### src/rtl/video_seq_pkg.sv
// Shared definitions for the video pattern sequencer: FSM state encodings
// and the frame counter width.
package video_seq_pkg;

  localparam int FCNT_W = 16;

  typedef enum logic [1:0] {
    ST_IDLE = 2'd0,
    ST_AUTO = 2'd1,
    ST_PEND = 2'd2
  } state_e;

endpackage

### src/rtl/frame_tick_gen.sv
// Frame tick generator: registers the active-low vsync and flags its falling
// edge. The tick is combinational from the stored sample and the live input,
// so the sequencer acts on the first edge that samples vsync low.
module frame_tick_gen (
  input  logic clk,
  input  logic rst_n,
  input  logic vsync,
  output logic frame_tick
);

  logic vs_q_r;

  // Previous vsync sample; resets high so a low vsync right after reset reads as an edge
  always_ff @(posedge clk or negedge rst_n) begin
    if (!rst_n) begin
      vs_q_r <= 1'b1;
    end else begin
      vs_q_r <= vsync;
    end
  end

  assign frame_tick = vs_q_r & ~vsync;

endmodule

### src/rtl/video_pattern_sequencer.sv
// Video pattern sequencer: picks the pattern shown by the RGB generator.
// Auto-advances every FRAMES_PER_STEP frames, takes manual requests over a
// valid/ready handshake, and only ever changes the select on a frame tick.
module video_pattern_sequencer
  import video_seq_pkg::*;
#(
  parameter int FRAMES_PER_STEP = 120,
  parameter int NUM_PATTERNS    = 4,
  parameter int SEL_W           = 2
) (
  input  logic              i_pixclk,
  input  logic              i_reset_n,
  input  logic              i_enable,
  input  logic              i_vsync,
  input  logic              i_req_valid,
  input  logic [SEL_W-1:0]  i_req_pattern,
  output logic              o_req_ready,
  output logic [SEL_W-1:0]  o_pattern_sel,
  output logic              o_swap,
  output logic [FCNT_W-1:0] o_frame_cnt,
  output logic [1:0]        o_state
);

  localparam logic [SEL_W-1:0]  LAST_PAT    = SEL_W'(NUM_PATTERNS - 1);
  localparam logic [SEL_W:0]    NUM_PAT_EXT = (SEL_W + 1)'(NUM_PATTERNS);
  localparam logic [FCNT_W-1:0] LAST_CNT    = FCNT_W'(FRAMES_PER_STEP - 1);

  // Out-of-range requests map to the highest valid pattern
  function automatic logic [SEL_W-1:0] clamp_pattern(input logic [SEL_W-1:0] pat);
    if ({1'b0, pat} >= NUM_PAT_EXT) begin
      clamp_pattern = LAST_PAT;
    end else begin
      clamp_pattern = pat;
    end
  endfunction

  state_e             state_r, state_s;
  logic [SEL_W-1:0]   sel_r, sel_s;
  logic [SEL_W-1:0]   req_pat_r, req_pat_s;
  logic [FCNT_W-1:0]  cnt_r, cnt_s;
  logic               swap_r, swap_s;
  logic               frame_tick_s;
  logic               accept_s;

  frame_tick_gen u_tick (
    .clk        (i_pixclk),
    .rst_n      (i_reset_n),
    .vsync      (i_vsync),
    .frame_tick (frame_tick_s)
  );

  assign o_req_ready = (state_r != ST_PEND);
  assign accept_s    = i_req_valid & o_req_ready;

  // Next-state and next-output decode; requests beat both enable and the auto step
  always_comb begin
    state_s   = state_r;
    sel_s     = sel_r;
    req_pat_s = req_pat_r;
    cnt_s     = cnt_r;
    swap_s    = 1'b0;
    case (state_r)
      ST_IDLE: begin
        if (accept_s) begin
          req_pat_s = clamp_pattern(i_req_pattern);
          state_s   = ST_PEND;
        end else if (i_enable) begin
          cnt_s   = '0;
          state_s = ST_AUTO;
        end else begin
          state_s = ST_IDLE;
        end
      end
      ST_AUTO: begin
        if (accept_s) begin
          req_pat_s = clamp_pattern(i_req_pattern);
          state_s   = ST_PEND;
        end else if (!i_enable) begin
          state_s = ST_IDLE;
        end else if (frame_tick_s) begin
          if (cnt_r == LAST_CNT) begin
            cnt_s  = '0;
            sel_s  = (sel_r == LAST_PAT) ? '0 : sel_r + SEL_W'(1);
            swap_s = 1'b1;
          end else begin
            cnt_s = cnt_r + FCNT_W'(1);
          end
        end else begin
          state_s = ST_AUTO;
        end
      end
      ST_PEND: begin
        if (frame_tick_s) begin
          sel_s   = req_pat_r;
          swap_s  = 1'b1;
          cnt_s   = '0;
          state_s = i_enable ? ST_AUTO : ST_IDLE;
        end else begin
          state_s = ST_PEND;
        end
      end
      default: begin
        state_s = ST_IDLE;
      end
    endcase
  end

  // State, select, counter, request latch and swap pulse registers
  always_ff @(posedge i_pixclk or negedge i_reset_n) begin
    if (!i_reset_n) begin
      state_r   <= ST_IDLE;
      sel_r     <= '0;
      req_pat_r <= '0;
      cnt_r     <= '0;
      swap_r    <= 1'b0;
    end else begin
      state_r   <= state_s;
      sel_r     <= sel_s;
      req_pat_r <= req_pat_s;
      cnt_r     <= cnt_s;
      swap_r    <= swap_s;
    end
  end

  assign o_pattern_sel = sel_r;
  assign o_swap        = swap_r;
  assign o_frame_cnt   = cnt_r;
  assign o_state       = state_r;

endmodule
### config.mk
export PLATFORM = sky130hd
export DESIGN_NAME = video_pattern_sequencer
export DESIGN_NICKNAME = d
export VERILOG_FILES = /design/src/rtl/video_seq_pkg.sv /design/src/rtl/frame_tick_gen.sv /design/src/rtl/video_pattern_sequencer.sv
export SDC_FILE = /design/constraint.sdc
export NUM_CORES = 1
export LEC_CHECK = 0
export ABC_AREA = 0
export BUFFER_PORTS_ARGS = -buffer_cell sky130_fd_sc_hd__buf_2
export CORE_MARGIN = 1.5
export CORE_UTILIZATION = 32
export DETAILED_ROUTE_END_ITERATION = 8
export SYNTH_ARGS = -nofsm -noshare
export SYNTH_HDL_FRONTEND = slang
export SYNTH_SLANG_ARGS = --single-unit
### constraint.sdc
create_clock -name i_pixclk -period 4.3 [get_ports i_pixclk]
set_input_delay 1.075 -clock i_pixclk [delete_from_list [all_inputs] [get_ports i_pixclk]]
set_output_delay 1.075 -clock i_pixclk [all_outputs]
set_load 0.1 [all_outputs]
# Yosys cells after proc, flatten, opt, wreduce, memory -nomap -nowiden
# Index checks and enable logic that the tools add are counted.
# word_totals
in_bits	7
ff_bits	24
wordCells	59
# classes
n_bitwise	3
n_mux	28
reduce_logical	7
n_eq_ne	13
add_sub_neg	2
# ops
cell	n
$mux W16	7
$pmux W16 S3	1
$mux W2	11
$add A16 B1 Y16 const B	1
$eq A16 B7 Y1 const B	1
$ne A2 B2 Y1 const B	8
$reduce_and A7 Y1	1
$mux W1	6
$pmux W2 S3	1
$reduce_and A6 Y1	1
$eq A2 B2 Y1 const B	2
$ne A4 B4 Y1 const B	1
$pmux W2 S2	1
$reduce_bool A3 Y1	1
$add A2 B1 Y2 const B	1
$and A1 B1 Y1	2
$eq A2 B1 Y1 const B	1
$logic_not A2 Y1	1
$pmux W1 S2	1
$reduce_and A2 Y1	1
$reduce_bool A2 Y1	1
$reduce_or A2 Y1	1
$not A1 Y1	1

# Logic depth before layout (Yosys ltp)
# logic_depth
ltp_word	7
mapped_depth	8
ltp_nobuf	6

# Cells and area by module
# A second synthesis with hierarchy kept.
# unflattened
cells_unflattened	148
area_unflattened_um2	1413.9
# by_module_without_submodules
module	seq_area_each_um2	instances	cells_each	area_per_inst_um2
video_pattern_sequencer	575.6	1	146	1373.8
frame_tick_gen	26.3	1	2	40.0

# Worst setup path before layout
# Ideal clock, no wire load.
# synth_path
kind	register to output
startpoint	register state_r[0] (netlist: o_state[0])
endpoint	output port o_req_ready
n_path_buf	1
arrival_ns	2.105
path_slack_ns	1.120
t_required_ns	3.225
path_stages_with_launch	5
path_cell_list	dfrtp_1 inv_1 ha_1 buf_2 inv_1
# synth_via
elab_chain_len	1
# synth_lines
element	line_no	source
start, declared	video_pattern_sequencer.sv:37	state_e state_r, state_s;
start signal, assigned	video_pattern_sequencer.sv:117	state_r <= state_s;
$ne A2 B2 Y1	video_pattern_sequencer.sv:52	assign o_req_ready = (state_r != ST_PEND);
end, declared	video_pattern_sequencer.sv:17	output logic o_req_ready,
# No other way between the ends.

# Worst setup path in the final report
# Ends and elaborated chain as after synthesis.

==> metrics <==
Crit path max-delay family=buffers and inverters; # fillers=476; root buffer cell=clkbuf_8; critical path arrival=1.64 ns; area occupied by multi-input gates=876 um^2; Die H=72.4 um; Synth Net Count=167; Netlist cell types=41; cts hold-fix bufs=0; top_reg_cell synth=dfrtp_1; I/O pin cnt=29; area delta synth->final=14.3%; Core ar.=4690 um^2; cell area after layout=1760 um^2; ANT cells=0; Clock Latency Late Sink=0.27 ns; clk buf depth=2; Psw=0.478 mW; clock buffer count from CTS=3; crit path time final=2.72 ns; critical path launch point type=flip-flop; 1st-pass router iterations=4; Comb pwr share=0.540; Commonest cells post-synth=dfrtp_1, a31oi_1, nand2_1; cell with the most instances after synthesis=dfrtp_1; Hold Fails Final Rpt=0; CTS tree=built; CP required=3.22 ns; Initial Utilization=0.328; clk slew on worst S/H paths=0.09 ns; placed cells=229; largest area contributor in the netlist=dfrtp_1; Tcrit/Tclk final=0.632; CP Class=flip-flop to output pin; Async SR Flop Fraction=1.00; die area=5230 um^2; synthesized instance count=153; # DRC=0; H-tree Lvls=1; Pint=0.481 mW; synth top area cells=dfrtp_1, ha_1, a31oi_1; clock power share=0.165; crit path cell chain=inv_1 > ha_1 > inv_1 > buf_2; dpl cell area=1700 um^2; register area=602 um^2; Synth Area per Inst=10.1 um^2; I/O Buffers=28; Sink Count=24; global-route wire length before repair=6550 um; vias in the first global route=1,340; slowest library cell on the worst path=dfrtp_1; Min-Delay Path Class=flip-flop to flip-flop; Max-slew headroom=0.396; final cell count without fillers=233; pin count of the biggest net entering global routing=25; share of cells above drive strength 1=0.263; max-cap violations=0; setup TNS=0 ns; final-report max-slew violation count=0; EDFF count, synth=0; Routed WL=3650 um; Via Count=1,331; endpoints failing setup=0; switch share=0.498; leakage power=0.776 nW; 1st-iter DRT viols=70; nature of the critical path endpoint=output pin; cell mode on critical path=inv_1; via/cell ratio=5.71; Fmax=0.368 GHz; final core utilization=0.375; Final Skew=0.00721 ns; #FFs+latches synth=24; DPL Wire Length=2590 um; Seq/Total Area, Yosys=0.391; post-synthesis cell area=1540 um^2; RSZ-0062 raised after global routing=false; GRT Total Usage=0.157; Synth warnings=0; Final #Nets=194; peak supply drop=242 uV; Remaining Overflow, GRT=0; top-area cell type share of the netlist area=0.374; Sequential Power Share=0.295; Power Density=545 nW/um^2; Slew @ Worst Pin=0.906 ns; postcts setup bufs=0; GP Congestion=0.835; outcome=completed; die width=72.4 um; CTS resizes=0; post-route ant nets=0; CP max FO=8; WP buf/inv=3; per-cell routed wire length=15.7 um; initial antenna violation count=0; CP peak stage delay=0.45 ns; Cell Rows=25
layout by cell type (no fill, tap or decap), types with 3 or more instances in the layout:
| master | Yosys | layout |
|---|---|---|
| nand2b_1 | 4 | 4 |
| and3_1 | 4 | 4 |
| mux2i_1 | 4 | 4 |
| o21ai_0 | 7 | 7 |
| clkbuf_8 | 0 | 4 |
| mux2_2 | 4 | 4 |
| or2b_1 | 4 | 4 |
| nor2_1 | 4 | 4 |
| ha_1 | 7 | 7 |
| a31oi_1 | 13 | 13 |
| a211oi_1 | 4 | 4 |
| nand2_1 | 10 | 10 |
| a41oi_1 | 3 | 3 |
| and2_1 | 4 | 4 |
| dfrtp_1 | 23 | 23 |
| nand4_1 | 8 | 8 |
| buf_2 | 4 | 28 |
| inv_1 | 5 | 5 |
| and4_1 | 3 | 3 |
| nand3_1 | 7 | 7 |
power by group through the flow:
stage / Sequential, mW / Clock, mW / Combinational [mW]
2_1_floorplan: 0.432 / 0 / 0.288
3_3_place_gp: 0.287 / 0 / 0.516
3_5_place_dp: 0.288 / 0 / 0.520
4_1_cts: 0.284 / 0.163 / 0.522
5_1_grt: 0.289 / 0.174 / 0.559
6_report: 0.283 / 0.158 / 0.518
worst register-to-register path: stages, from the launching register on:
cell,delay [ns]
dfrtp_1,0.42
inv_1,0.10
ha_1,0.22
or2_4,0.28
a2111oi_4,0.85
a41oi_1,0.22
a31oi_1,0.18
area by class of cell:
type | instances | area share
Clock buffer | 4 | 0.0313
Inverter | 5 | 0.0107
Multi-Input combinational cell | 118 | 0.498
Tap cell | 54 | 0.0384
Timing Repair Buffer | 28 | 0.0797
Sequential cell | 24 | 0.342
per-layer routing:
layer	up-vias	share of wire	global-route usage
met3	5	0.028	0.0194
met5	-	0	0
met1	648	0.52	0.226
li1	645	-	-
met2	33	0.44	0.242
met4	0	0.016	0.0587
final timing paths:
check | from | endpoint | slack (ns) | depth (start not counted)
worst min register to register | req_pat_r[1] | req_pat_r[1] | 0.51 | 1
worst min-delay path | req_pat_r[1] | req_pat_r[1] | 0.51 | 1
worst max register to register | o_state[1] | o_frame_cnt[15] | 1.94 | 6
min in group asynchronous | i_reset_n | req_pat_r[1] | 0.77 | 1
max in group asynchronous | i_reset_n | o_frame_cnt[4] | 3.16 | 1
worst max-delay path | o_state[0] | o_req_ready | 1.58 | 4
through the flow:
| stage | hold WS [ns] | worst slack, ns | total power [mW] |
|---|---|---|---|
| 6_report | 0.510 | 1.58 | 0.959 |
| 3_3_place_gp | 0.489 | 1.70 | 0.803 |
| 5_1_grt | 0.548 | 1.48 | 1.02 |
| 4_1_cts | 0.518 | 1.58 | 0.968 |
| 3_5_place_dp | 0.497 | 1.65 | 0.809 |
| 2_1_floorplan | 0.475 | 1.12 | 0.720 |
state kept, by name, summed over array words and instances, names as in the netlist:
signal / cells
u_tick.vs_q_r: 1
o_swap: 1
req_pat_r: 2
o_frame_cnt: 16
o_pattern_sel: 2
o_state: 2
logic make-up after synthesis:
kind of cell | count (synthesis) | synth area share
AND/OR/NAND/NOR | 60 | 0.245
AO/OA/AOI/OAI | 41 | 0.198
flip-flops | 24 | 0.391
buffers and inverters | 11 | 0.0398
multiplexers | 10 | 0.0699
adder cells (fa/ha/maj) | 7 | 0.0569
Power figures use the tool's default switching activity.
